--- src/rtl/aidc_lite_comp_pkg.sv ---
// Shared definitions for the AIDC-Lite compressor output selector.
package aidc_lite_comp_pkg;

  // Compressor buffer geometry: 16 entries of 64 bits.
  localparam int BUF_ADDR_W = 4;
  localparam int BUF_DEPTH  = 16;
  localparam int BUF_DATA_W = 64;

  // Source select encoding presented on sel_o.
  localparam logic [1:0] SEL_SR   = 2'd0;
  localparam logic [1:0] SEL_ZRLE = 2'd1;
  localparam logic [1:0] SEL_NONE = 2'd3;

  // Selector control states.
  typedef enum logic [2:0] {
    ST_IDLE,
    ST_COLLECT,
    ST_DECIDE,
    ST_FETCH,
    ST_DRAIN
  } state_e;

endpackage

--- src/rtl/aidc_lite_comp_len_trk.sv ---
// Per-compressor tracker: highest-written-entry counter plus done/fail latch.
module aidc_lite_comp_len_trk
  import aidc_lite_comp_pkg::*;
#(
  parameter int ADDR_W = BUF_ADDR_W
) (
  input  logic              clk,
  input  logic              rst_n,
  input  logic              clr_i,
  input  logic              en_i,
  input  logic              valid_i,
  input  logic [ADDR_W-1:0] addr_i,
  input  logic              done_i,
  input  logic              fail_i,
  output logic [ADDR_W:0]   cnt_o,
  output logic              done_o,
  output logic              fail_o
);

  logic [ADDR_W:0] cnt_q, cnt_d;
  logic [ADDR_W:0] addr_p1;
  logic            done_q, done_d;
  logic            fail_q, fail_d;

  assign addr_p1 = {1'b0, addr_i} + (ADDR_W+1)'(1);

  // Counter grows to cover the highest written address; a done with nothing
  // written (same-cycle write included) counts as a failure.
  always_comb begin
    cnt_d  = cnt_q;
    done_d = done_q;
    fail_d = fail_q;
    if (clr_i) begin
      cnt_d  = '0;
      done_d = 1'b0;
      fail_d = 1'b0;
    end else if (en_i) begin
      if (valid_i && (addr_p1 > cnt_q)) begin
        cnt_d = addr_p1;
      end
      if (done_i) begin
        done_d = 1'b1;
        fail_d = fail_i || (cnt_d == '0);
      end
    end
  end

  // Tracker state registers.
  always_ff @(posedge clk or negedge rst_n) begin
    if (!rst_n) begin
      cnt_q  <= '0;
      done_q <= 1'b0;
      fail_q <= 1'b0;
    end else begin
      cnt_q  <= cnt_d;
      done_q <= done_d;
      fail_q <= fail_d;
    end
  end

  assign cnt_o  = cnt_q;
  assign done_o = done_q;
  assign fail_o = fail_q;

endmodule

--- src/rtl/aidc_lite_comp_sel.sv ---
// AIDC-Lite output selector: picks the shortest good compressor result and
// streams its 64-bit buffer entries to the engine as 32-bit words.
module aidc_lite_comp_sel
  import aidc_lite_comp_pkg::*;
#(
  parameter int ADDR_W = BUF_ADDR_W,
  parameter int DATA_W = BUF_DATA_W
) (
  input  logic                clk,
  input  logic                rst_n,
  input  logic                sop_i,
  input  logic                sr_valid_i,
  input  logic [ADDR_W-1:0]   sr_addr_i,
  input  logic                sr_done_i,
  input  logic                sr_fail_i,
  input  logic                zrle_valid_i,
  input  logic [ADDR_W-1:0]   zrle_addr_i,
  input  logic                zrle_done_i,
  input  logic                zrle_fail_i,
  output logic [ADDR_W-1:0]   sr_raddr_o,
  output logic [ADDR_W-1:0]   zrle_raddr_o,
  input  logic [DATA_W-1:0]   sr_rdata_i,
  input  logic [DATA_W-1:0]   zrle_rdata_i,
  output logic                ready_o,
  input  logic                rden_i,
  output logic [DATA_W/2-1:0] rdata_o,
  output logic [1:0]          sel_o,
  output logic [ADDR_W+1:0]   len_o,
  output logic                result_valid_o,
  output logic                done_o,
  output logic                err_o
);

  localparam int HALF_W = DATA_W / 2;
  localparam int CNT_W  = ADDR_W + 1;

  state_e              state_q, state_d;
  logic [1:0]          sel_q, sel_d;
  logic [ADDR_W+1:0]   len_q, len_d;
  logic                rv_q, rv_d;
  logic                done_q, done_d;
  logic                err_q, err_d;
  logic                half_q, half_d;
  logic                last_q, last_d;
  logic                ready_q, ready_d;
  logic [ADDR_W-1:0]   raddr_q, raddr_d;
  logic [DATA_W-1:0]   hold_q, hold_d;
  logic [HALF_W-1:0]   rdata_q, rdata_d;

  logic                trk_clr, trk_en;
  logic [CNT_W-1:0]    sr_cnt, zrle_cnt, sel_cnt, cand_cnt;
  logic                sr_done_f, sr_fail_f, zrle_done_f, zrle_fail_f;
  logic [1:0]          cand_sel;
  logic [DATA_W-1:0]   sel_rdata;
  logic                is_last;
  logic                collect;

  assign collect = (state_q == ST_COLLECT);
  assign trk_clr = (state_q == ST_IDLE) && sop_i;
  assign trk_en  = collect;

  aidc_lite_comp_len_trk #(.ADDR_W(ADDR_W)) u_sr_trk (
    .clk     (clk),
    .rst_n   (rst_n),
    .clr_i   (trk_clr),
    .en_i    (trk_en),
    .valid_i (sr_valid_i),
    .addr_i  (sr_addr_i),
    .done_i  (sr_done_i),
    .fail_i  (sr_fail_i),
    .cnt_o   (sr_cnt),
    .done_o  (sr_done_f),
    .fail_o  (sr_fail_f)
  );

  aidc_lite_comp_len_trk #(.ADDR_W(ADDR_W)) u_zrle_trk (
    .clk     (clk),
    .rst_n   (rst_n),
    .clr_i   (trk_clr),
    .en_i    (trk_en),
    .valid_i (zrle_valid_i),
    .addr_i  (zrle_addr_i),
    .done_i  (zrle_done_i),
    .fail_i  (zrle_fail_i),
    .cnt_o   (zrle_cnt),
    .done_o  (zrle_done_f),
    .fail_o  (zrle_fail_f)
  );

  // Shortest non-failed source wins; equal lengths favour SR.
  always_comb begin
    cand_sel = SEL_NONE;
    cand_cnt = '0;
    if (!sr_fail_f && (zrle_fail_f || (sr_cnt <= zrle_cnt))) begin
      cand_sel = SEL_SR;
      cand_cnt = sr_cnt;
    end else if (!zrle_fail_f) begin
      cand_sel = SEL_ZRLE;
      cand_cnt = zrle_cnt;
    end
  end

  assign sel_cnt   = (sel_q == SEL_ZRLE) ? zrle_cnt : sr_cnt;
  assign sel_rdata = (sel_q == SEL_ZRLE) ? zrle_rdata_i : sr_rdata_i;
  assign is_last   = ({1'b0, raddr_q} == (sel_cnt - CNT_W'(1)));

  // Next-state and output logic. The read address advances on the low-half
  // read so the buffer's one-cycle latency is hidden behind the high half.
  always_comb begin
    state_d = state_q;
    sel_d   = sel_q;
    len_d   = len_q;
    rv_d    = rv_q;
    done_d  = 1'b0;
    half_d  = half_q;
    last_d  = last_q;
    ready_d = 1'b0;
    raddr_d = raddr_q;
    hold_d  = hold_q;
    rdata_d = '0;
    unique case (state_q)
      ST_IDLE: begin
        if (sop_i) begin
          rv_d    = 1'b0;
          state_d = ST_COLLECT;
        end
      end
      ST_COLLECT: begin
        if ((sr_done_f || sr_done_i) && (zrle_done_f || zrle_done_i)) begin
          state_d = ST_DECIDE;
        end
      end
      ST_DECIDE: begin
        sel_d   = cand_sel;
        len_d   = {cand_cnt, 1'b0};
        rv_d    = 1'b1;
        raddr_d = '0;
        if (cand_sel == SEL_NONE) begin
          done_d  = 1'b1;
          state_d = ST_IDLE;
        end else begin
          state_d = ST_FETCH;
        end
      end
      ST_FETCH: begin
        hold_d  = sel_rdata;
        half_d  = 1'b0;
        ready_d = 1'b1;
        rdata_d = sel_rdata[HALF_W-1:0];
        state_d = ST_DRAIN;
      end
      ST_DRAIN: begin
        ready_d = 1'b1;
        rdata_d = rdata_q;
        if (rden_i) begin
          if (!half_q) begin
            half_d  = 1'b1;
            rdata_d = hold_q[DATA_W-1:HALF_W];
            last_d  = is_last;
            if (!is_last) begin
              raddr_d = raddr_q + ADDR_W'(1);
            end
          end else begin
            ready_d = 1'b0;
            rdata_d = '0;
            if (last_q) begin
              done_d  = 1'b1;
              rv_d    = 1'b0;
              raddr_d = '0;
              state_d = ST_IDLE;
            end else begin
              state_d = ST_FETCH;
            end
          end
        end
      end
      default: state_d = ST_IDLE;
    endcase
  end

  // Sticky protocol error: misplaced start, reads without data, or
  // compressor activity outside the collection window.
  always_comb begin
    err_d = err_q;
    if ((sop_i && (state_q != ST_IDLE)) ||
        (rden_i && !ready_q) ||
        ((sr_done_i || zrle_done_i) && !collect) ||
        ((sr_valid_i || zrle_valid_i) && !collect)) begin
      err_d = 1'b1;
    end
  end

  // Control and datapath registers.
  always_ff @(posedge clk or negedge rst_n) begin
    if (!rst_n) begin
      state_q <= ST_IDLE;
      sel_q   <= 2'd0;
      len_q   <= '0;
      rv_q    <= 1'b0;
      done_q  <= 1'b0;
      err_q   <= 1'b0;
      half_q  <= 1'b0;
      last_q  <= 1'b0;
      ready_q <= 1'b0;
      raddr_q <= '0;
      hold_q  <= '0;
      rdata_q <= '0;
    end else begin
      state_q <= state_d;
      sel_q   <= sel_d;
      len_q   <= len_d;
      rv_q    <= rv_d;
      done_q  <= done_d;
      err_q   <= err_d;
      half_q  <= half_d;
      last_q  <= last_d;
      ready_q <= ready_d;
      raddr_q <= raddr_d;
      hold_q  <= hold_d;
      rdata_q <= rdata_d;
    end
  end

  // The unselected buffer sees address 0.
  assign sr_raddr_o     = (sel_q == SEL_SR)   ? raddr_q : '0;
  assign zrle_raddr_o   = (sel_q == SEL_ZRLE) ? raddr_q : '0;
  assign ready_o        = ready_q;
  assign rdata_o        = rdata_q;
  assign sel_o          = sel_q;
  assign len_o          = len_q;
  assign result_valid_o = rv_q;
  assign done_o         = done_q;
  assign err_o          = err_q;

endmodule

--- config.mk ---
export PLATFORM = sky130hd
export DESIGN_NAME = aidc_lite_comp_sel
export DESIGN_NICKNAME = d
export VERILOG_FILES = /design/src/rtl/aidc_lite_comp_pkg.sv /design/src/rtl/aidc_lite_comp_len_trk.sv /design/src/rtl/aidc_lite_comp_sel.sv
export SDC_FILE = /design/constraint.sdc
export NUM_CORES = 1
export LEC_CHECK = 0
export BUFFER_PORTS_ARGS = -buffer_cell sky130_fd_sc_hd__clkbuf_2
export CAP_MARGIN = 5
export CORE_ASPECT_RATIO = 0.75
export CORE_MARGIN = 3
export CORE_UTILIZATION = 50
export DETAILED_ROUTE_END_ITERATION = 6
export HOLD_SLACK_MARGIN = 0.12
export MAX_ROUTING_LAYER = met4
export PLACE_DENSITY_LB_ADDON = 0.1
export SETUP_SLACK_MARGIN = 0.5
export SLEW_MARGIN = 20
export SYNTH_ARGS = -nofsm -noshare
export SYNTH_HDL_FRONTEND = slang
export SYNTH_SLANG_ARGS = --single-unit
--- constraint.sdc ---
create_clock -name clk -period 5.3 [get_ports clk]
set_input_delay 0.53 -clock clk [delete_from_list [all_inputs] [get_ports clk]]
set_output_delay 0.53 -clock clk [all_outputs]
set_load 0.01 [all_outputs]
# Yosys cells after proc, flatten, opt, wreduce, memory -nomap -nowiden
# Cells that the tools add are included.
[word_totals]
reg_bits = 130
in_bits = 146
out_inout_bits = 52
word_cells = 140
[op_classes]
add_sub_neg = 4
n_lt_le_gt_ge = 3
eq_ne = 14
muxes = 60
bitwise = 1
n_reduce_logical = 40
[op_table]
columns = ["operator", "count"]
rows = [
  ["$mux 5", 13],
  ["$mux 32", 2],
  ["$mux 64", 1],
  ["$pmux 32 s2", 1],
  ["$mux 4", 6],
  ["$mux 1", 23],
  ["$pmux 3 s5", 1],
  ["$mux 3", 4],
  ["$add 4x1->5 const B", 2],
  ["$gt 5x5->1", 2],
  ["$logic_not 5->1", 2],
  ["$logic_or 1x1->1", 10],
  ["$reduce_bool 2->1", 5],
  ["$logic_and 1x1->1", 9],
  ["$mux 2", 4],
  ["$ne 2x2->1 const B", 4],
  ["$pmux 4 s2", 1],
  ["$reduce_and 4->1", 2],
  ["$eq 3x2->1 const B", 2],
  ["$ne 3x3->1 const B", 2],
  ["$pmux 1 s2", 3],
  ["$reduce_and 2->1", 3],
  ["$reduce_bool 3->1", 2],
  ["$eq 4x5->1", 1],
  ["other kinds (15)", 17],
]

# Depth between registers and ports, before layout
# Gate-level depths: netlist of run 1.
[depth]
depth_word = 11
depth_mapped = 10
mapped_depth_nobuf = 8

# By module
# A second synthesis of run 1 with hierarchy kept.
[unflattened]
hier_cells = 693
area_unflattened_um2 = 5834.3
[by_module_without_submodules]
columns = ["module", "instances", "cells_each", "area_per_inst_um2", "seq_area_each_um2"]
rows = [
  ["aidc_lite_comp_sel", 1, 571, 4750.8, 2102.0],
  ["aidc_lite_comp_len_trk", 2, 61, 541.8, 175.2],
]

# Worst setup path before layout of run 1
# OpenSTA, ideal clock, no wires.
[synth_path]
path_kind = "register -> register"
start = "register sel_q[0] (netlist: sel_o[0])"
end = "register raddr_q[2]"
setup_time_ns = 0.104
arrival_ns = 2.493
required_ns = 5.196
setup_slack_ns = 2.703
path_stages_with_launch = 11
path_buffers = 2
synth_period_minus_slack_ns = 2.597
path_cell_list = "dfrtp_1 -> nor2b_1 -> buf_4 -> buf_6 -> mux2i_1 -> ha_1 -> xor2_1 -> nand2_1 -> a2111oi_4 -> mux2_2 -> o311ai_1"
[synth_via]
elab_chain_len = 6
[synth_lines]
columns = ["element", "line_no", "source"]
rows = [
  ["start, declared", "aidc_lite_comp_sel.sv:38", "logic [1:0] sel_q, sel_d;"],
  ["start signal, assigned", "aidc_lite_comp_sel.sv:210", "sel_q <= sel_d;"],
  ["$eq 2x1->1", "aidc_lite_comp_sel.sv:103", "assign sel_cnt = (sel_q == SEL_ZRLE) ? zrle_cnt : sr_cnt;"],
  ["$mux 5", "aidc_lite_comp_sel.sv:103", ""],
  ["$sub 5x1->5", "aidc_lite_comp_sel.sv:105", "assign is_last = ({1'b0, raddr_q} == (sel_cnt - CNT_W'(1)));"],
  ["$eq 4x5->1", "aidc_lite_comp_sel.sv:105", ""],
  ["$ne 3x3->1 (no source line)", "--", ""],
  ["$reduce_and 4->1 (no source line)", "--", ""],
  ["end signal, assigned", "aidc_lite_comp_sel.sv:218", "raddr_q <= raddr_d;"],
  ["end, declared", "aidc_lite_comp_sel.sv:46", "logic [ADDR_W-1:0] raddr_q, raddr_d;"],
]
# Every way passes these cells.
# A chain may end at the register's enable or synchronous reset.

# Final worst setup path of run 1
[layout_path]
start = "register sel_q[0] (netlist: sel_o[0])"
end = "output port zrle_raddr_o[1]"
[layout_via]
elab_chain_len = 2
[layout_lines]
columns = ["element", "line_no", "source"]
rows = [
  ["$eq 2x1->1", "aidc_lite_comp_sel.sv:226", "assign zrle_raddr_o = (sel_q == SEL_ZRLE) ? raddr_q : '0;"],
  ["$mux 4", "aidc_lite_comp_sel.sv:226", ""],
  ["end, declared", "aidc_lite_comp_sel.sv:21", "output logic [ADDR_W-1:0] zrle_raddr_o,"],
]
# Every way passes these cells.

==> results of run 1 <==
[critical path, cell delays in order (launching register included)]
cell and delay, ns:
dfrtp_1 0.46, nor2b_4 0.82, buf_4 0.74, and2_1 0.23, clkbuf_2 0.13
[power breakdown]
| group | internal [uW] | leakage [uW] | switching, uW |
|---|---|---|---|
| clock | 464 | 0.000167 | 289 |
| combinational | 676 | 0.00229 | 919 |
| sequential | 977 | 0.00126 | 241 |
[layout make-up]
class,count,area [um2]
inverter,17,63.81
multi-input combinational,455,3128
sequential,98,2452
tap,140,175.2
clock buffer,10,229.0
fill,901,3918
clock inverter,6,112.6
timing repair buffer,202,1028
[state kept, by name, summed over array words and instances, names as in the netlist, 2 cells and up]
register,count
hold_q,32
rdata_o,32
len_o,5
u_sr_trk.cnt_o,5
u_zrle_trk.cnt_o,5
raddr_q,4
state_q,3
sel_o,2
[cells in the final DEF, fill, tap and decap left out, types with 3 or more instances in the layout]
master     count
a31o_2         6
and3_1         6
ha_1          19
mux2i_1       77
inv_1         16
dfrtp_1       98
clkbuf_2     195
a211oi_1       7
buf_4          7
clkbuf_16      9
or2_2          3
nand3_1       11
nand2_1       92
nor2b_1        6
o21ai_0       75
or3_1          3
xor2_1         5
a22o_1        32
bufinv_16      3
o311a_1        4
o22ai_1        3
a21oi_1       16
nor2_1        23
and2_1         6
xnor2_1        4
mux2_2         3
nand2b_1       6
[worst max-delay path by stage]
stage               startpoint              end  slack (ns)  depth (start not counted)
floorplan             sel_o[0]       raddr_q[2]        2.70                         10
global placement      sel_o[0]       raddr_q[2]        2.19                          8
detailed placement    sel_o[0]       raddr_q[2]        2.05                          8
CTS                   sel_o[0]  zrle_raddr_o[1]        1.98                          4
global route          sel_o[0]       raddr_q[2]        1.83                          8
finish                sel_o[0]  zrle_raddr_o[1]        2.04                          4
[kinds of logic after synthesis]
logic type,share of synthesized area
and+or+nand+nor,0.1432
AOI/OAI and AO/OA,0.1936
DFF,0.4239
muxes,0.1429
buffers and inverters,0.04109
adders and majority gates,0.04109
xor gates and xnor gates,0.01362
other,0.0006482
[through the flow]
step / util / total power (uW)
2_1_floorplan: - / 2374
3_3_place_gp: 0.6155 / 2734
3_5_place_dp: 0.6160 / 2811
4_1_cts: 0.6467 / 3572
5_1_grt: 0.6473 / 3835
6_report: 0.6473 / 3565
[routing by layer]
metal  up-vias  part of all wire  global-route usage
li1       2542                 -                   -
met1      2485              0.46              0.3617
met2       213              0.45              0.3755
met3        28             0.071             0.04294
met4         0             0.017             0.06550
met5         -                 0                   -
[cells in the mapped netlist (7+ instances only)]
| master | count | area, um2 |
|---|---|---|
| a211oi_1 | 7 | 52.55 |
| a21oi_1 | 16 | 80.08 |
| a22o_1 | 32 | 280.3 |
| buf_2 | 7 | 35.03 |
| clkbuf_1 | 27 | 101.4 |
| dfrtp_1 | 98 | 2452 |
| ha_1 | 19 | 237.7 |
| inv_1 | 16 | 60.06 |
| mux2i_1 | 77 | 770.7 |
| nand2_1 | 93 | 349.1 |
| nand3_1 | 11 | 55.05 |
| nor2_1 | 24 | 90.09 |
| nor2b_1 | 7 | 43.79 |
| o21ai_0 | 75 | 375.4 |
==> flow_summary.ini, run 1 <==
[synthesis]
synth.yosys.seq_area_share = 0.4239
synth-warning-count = 0
yosys_register_bits = 98
synthesis.area_um2 = 5786
async_flop_share = 1.000
synth.distinct_cells = 58
synth-edff-count = 0
synth_nets = 774
postSynthAreaPerCell_um2 = 9.500
syn-instance-count = 609
synthFlopType = dfrtp_1

[global_routing]
grtUsageTotal = 0.2526
grt_antenna_before_repair = 0
global_route_wire_length_before_repair_mm = 25.25
maximum_number_of_pins_on_one_net_before_global_route_repair = 54
grt_pass1_vias = 5134
grt_overflow_total = 0

[floorplan]
placement_rows = 33
design.die.area_um2 = 12910
core-area_um2 = 11110
die_width_um = 130.2
starting_density_of_the_core = 0.5209
die_height_um = 99.16
count_of_boundary_i_o_pins = 198

[final_layout]
postLayoutCellArea_um2 = 7189
antennaDiodeCount = 0
final_net_count = 948
area_delta_synth_final_pct = 24.26
post_route_cells_drive_above_1_share = 0.3033
final-instance-count-excl-fill = 928

[clocking]
cts-buffers-inserted = 9
cts_repair_resize_count = 0
clock_sink_count = 98
post_cts.repair.setup_buffers = 0
root_buffer = clkbuf_16
ctsHtreeMaxLevel = 3
cts_hold_buf = 0
clock_tree_from_tritoncts = yes
worstSkewPairLatency_ns = 0.35
path_clk_slew_ns = 0.07
cts_buffer_depth = 2

[timing]
fmax_mhz = 306.7
finalSetupTns_ns = 0
final-max-slew-violation-count = 0
final_min_period_over_clock_period = 0.6151
setup_ws_ns = 2.040
worst_margin_slew_ns = 0.9492
finalClockSkew_ns = 0.01016
period_minus_slack_ns = 3.260
finalHoldViolations = 0
worst_hold_slack_ns = 0.1858
timing.max_slew.rel_slack = 0.3659
finalSetupViolCount = 0
setup_repair_after_global_routing_missed_its_margin = no

[setup_path]
critical_path_required_ns = 4.77
endpoint_of_the_worst_register_to_register_path = raddr_q[2]
regToRegSetupSlack_ns = 2.04
timing.critical_path.fanout_max = 50
critPathCaptureType = output pin
reg2regPathDepth = 8
worstSetupStartpointType = register
worst_r2r_startpoint = sel_o[0]
setup.worst_path.class = register to output pin
timing.critical_path.arrival_ns = 2.73

[routing]
detail_route.wirelength_mm = 15.85
remaining_drc_errors = 0
dr.pass1.iters = 6
viasPerCell = 5.677
wl_per_cell_um = 17.08
drt_iter0_drc = 398
detailroute.via_count = 5268
route.antenna.remaining_nets = 0

[placement]
place_ws_ns = 2.049
place.detailed.hpwl_mm = 11.74
place_area_um2 = 6842
place.gp.congestion = 0.8892
place_inst = 912
port_buffers = 196

[min_path]
min-delay-path-class = input port to asynchronous set/reset pin

[power]
worst_ir_drop_vdd_mv = 0.2313
total_leakage_power_uw = 0.003715
power.density_nw_per_um2 = 495.9

[run]
cap_viol_max_count = 0

[status]
run_status = finished, final reports clean
(Power assumes the default switching activity.)
==> run 2: changes to the inputs <==
- ABC_AREA: unset -> 1
- clock period: 5.3 -> 3.28 ns (I/O delays scaled with it)
==> run 2 against run 1 <==
  * Total power grew 64%
  * Sequential cell count unchanged
  * Clock skew is 0.0012 ns lower
  * Highest routed layer unchanged
  * Synthesized cell count grew 23%
  * Clock-buffer cell count stayed put
  * Critical endpoint is now raddr_q[0]
==> flow_summary.ini, run 2 <==
[power]
total_switching_power_uw = 2570
combinationalPowerShare = 0.474
report.power.total_uw = 5862
worst_ir_drop_vdd_mv = 0.5345
power.internal_uw = 3293
total_leakage_power_uw = 0.003822
swShare = 0.4383
power.share.clock = 0.193
power.density_nw_per_um2 = 836.2
share_seq_of_total_power = 0.333

[global_routing]
maximum_number_of_pins_on_one_net_before_global_route_repair = 99
grt_overflow_total = 0
grt_pass1_vias = 5720
grt_antenna_before_repair = 0
global_route_wire_length_before_repair_mm = 27.21
grtUsageTotal = 0.2745

[routing]
route.antenna.remaining_nets = 0
drt_iter0_drc = 477
wl_met2_mm = 7.730
wl_per_cell_um = 15.52
highest_layer = met4
viasPerCell = 5.483
detailroute.via_count = 5856
routed-wl-met3_mm = 1.472
remaining_drc_errors = 0
detail_route.wirelength_mm = 16.57
dr.pass1.iters = 5
routed_metal_1_wire_length_mm = 7.190

[synthesis]
synth_top_cell_area_share = 0.4364
synth.yosys.seq_area_share = 0.4364
yosys_register_bits = 98
synth_simple_gate_area_frac = 0.2436
syn-instance-count = 749
synth.most_common_cell = nand2_1
postSynthAreaPerCell_um2 = 7.502
synth_mux_area_frac = 0
synth_compound_gate_area_share = 0.1804
synth-warning-count = 0
synth_nets = 914
synth_top_family_by_area = simple AND/OR/NAND/NOR gates
synth-edff-count = 0
synth.distinct_cells = 39
synth_xor_xnor_area_share = 0.01247
async_flop_share = 1.000
synth_fa_ha_area_frac = 0.04231
synthesis.area_um2 = 5619
post-synth-top-area-cell = dfrtp_1
synth.top_cells.by_area = dfrtp_1, nand2_1, o22ai_1, o21ai_0, nor2_1
synthTopCellsByCount = nand2_1, dfrtp_1, nor2_1, inv_1, o21ai_0
synthFlopType = dfrtp_1

[clocking]
worstSkewPairLatency_ns = 0.35
cts-buffers-inserted = 9
cts_repair_resize_count = 0
path_clk_slew_ns = 0.07
clock_tree_from_tritoncts = yes
post_cts.repair.setup_buffers = 0
ctsHtreeMaxLevel = 3
cts_buffer_depth = 2
clock_sink_count = 98
root_buffer = clkbuf_16

[status]
run_status = finished, final reports clean

[timing]
fmax_mhz = 398.9
setup_ws_ns = 0.7732
setup_repair_after_global_routing_missed_its_margin = no
worst_margin_slew_ns = 1.024
period_minus_slack_ns = 2.507
final-max-slew-violation-count = 0
final_min_period_over_clock_period = 0.7643
finalSetupTns_ns = 0
timing.max_slew.rel_slack = 0.3134
finalClockSkew_ns = 0.008983
finalHoldViolations = 0
finalSetupViolCount = 0

[min_path]
min-delay-path-class = input port to register

[placement]
place.detailed.hpwl_mm = 12.07
place_ws_ns = 0.7628
place.gp.congestion = 0.9493
port_buffers = 196

[final_layout]
final_net_count = 1092
mostFrequentLayoutCell = clkbuf_2
antennaDiodeCount = 0
post_route_cells_drive_above_1_share = 0.2564
final.fill_count = 935
layout.cells.most_common_list = clkbuf_2, nand2_1, dfrtp_1
area_delta_synth_final_pct = 24.76

[floorplan]
placement_rows = 32
die_height_um = 97.81
core-area_um2 = 10610
starting_density_of_the_core = 0.5296
count_of_boundary_i_o_pins = 198
design.die.area_um2 = 12560
die_width_um = 128.4

[setup_path]
critical_path_required_ns = 3.56
critPathCaptureType = register
timing.critical_path.fanout_max = 76
setup.worst_path.class = register to register
timing.critical_path.arrival_ns = 2.79
worstSetupStartpointType = register

[run]
cap_viol_max_count = 0
-- run 2: changes by cell type in the layout (fill, tap and decap cells not counted), sizes merged, moves of 11 or more --
cell	previous run	this run
o21ai	76	87
inv	18	85
a22o	32	0
nand3	11	35
mux2i	78	0
nand2	93	181
nor2	24	97
o22ai	3	75
-- run 2: kinds of logic (layout without fill, tap and decap cells) --
group,Yosys count,count (layout)
AOI/OAI and AO/OA,179,179
xor gates and xnor gates,8,8
adders and majority gates,19,19
buffers and inverters,120,303
DFF,98,98
other,1,1
and+or+nand+nor,324,324
-- run 2: area by class of cell --
type | count | area (um2) | area share
tap | 136 | 170.2 | 0.02427
clock buffer | 10 | 229.0 | 0.03266
multi-input combinational | 531 | 2694 | 0.3843
clock inverter | 6 | 90.09 | 0.01285
timing repair buffer | 202 | 1056 | 0.1506
sequential | 98 | 2452 | 0.3498
inverter | 85 | 319.1 | 0.04551
-- run 2: metrics by stage --
step / hold WS, ns / instance area (um2) / cells / util
after floorplan: 0.03241 / 5619 / 749 / -
after global placement: 0.4284 / 6681 / 1051 / 0.6297
after detailed placement: 0.4314 / 6681 / 1051 / 0.6297
after CTS: 0.2405 / 7010 / 1068 / 0.6607
after global routing: 0.2579 / 7010 / 1068 / 0.6607
final: 0.2510 / 7010 / 1068 / 0.6607
-- run 2: power by group through the flow --
| stage | combinational [uW] | sequential [uW] | clock, uW |
|---|---|---|---|
| floorplan | 1890 | 1980 | 0 |
| global placement | 2640 | 1950 | 0 |
| detailed placement | 2740 | 1960 | 0 |
| CTS | 2750 | 1950 | 1150 |
| global route | 3140 | 2000 | 1200 |
| finish | 2780 | 1950 | 1130 |
-- run 2: worst paths after layout --
| kind | start | end | slack, ns | cells past startpoint |
|---|---|---|---|---|
| max | sel_o[0] | raddr_q[0] | 0.77 | 12 |
| min | zrle_rdata_i[54] | hold_q[54] | 0.25 | 3 |
| max reg2reg | sel_o[0] | raddr_q[0] | 0.77 | 12 |
| min reg2reg | rdata_o[24] | rdata_o[24] | 0.48 | 2 |
| max in group asynchronous | rst_n | hold_q[60] | 2.29 | 3 |
| min in group asynchronous | rst_n | hold_q[39] | 0.58 | 3 |
-- run 2: per-layer routing --
| layer | up-vias | GRT usage |
|---|---|---|
| met3 | 19 | 0.06069 |
| met4 | 0 | 0.07341 |
| met2 | 273 | 0.4182 |
| met1 | 2734 | 0.3729 |
| met5 | - | - |
| li1 | 2830 | - |
-- run 2: timing repair --
| item | 4_1_cts | 5_1_grt |
|---|---|---|
| setup endpoints to repair | 0 | 0 |
| hold endpoints to repair | 98 | 0 |
| hold buffers | 1 | 0 |
-- run 2: critical path, cell delays in order, from the launching register on --
cell and delay (ns):
dfrtp_1 0.42, nand2_4 0.11, buf_4 0.60, o21ai_2 0.14
ha_1 0.33, xnor2_1 0.16, nor2_4 0.12, nand3_2 0.09
nor2_4 0.11, nand3_4 0.11, nand2_2 0.11, nand2_1 0.07
nand2_1 0.06
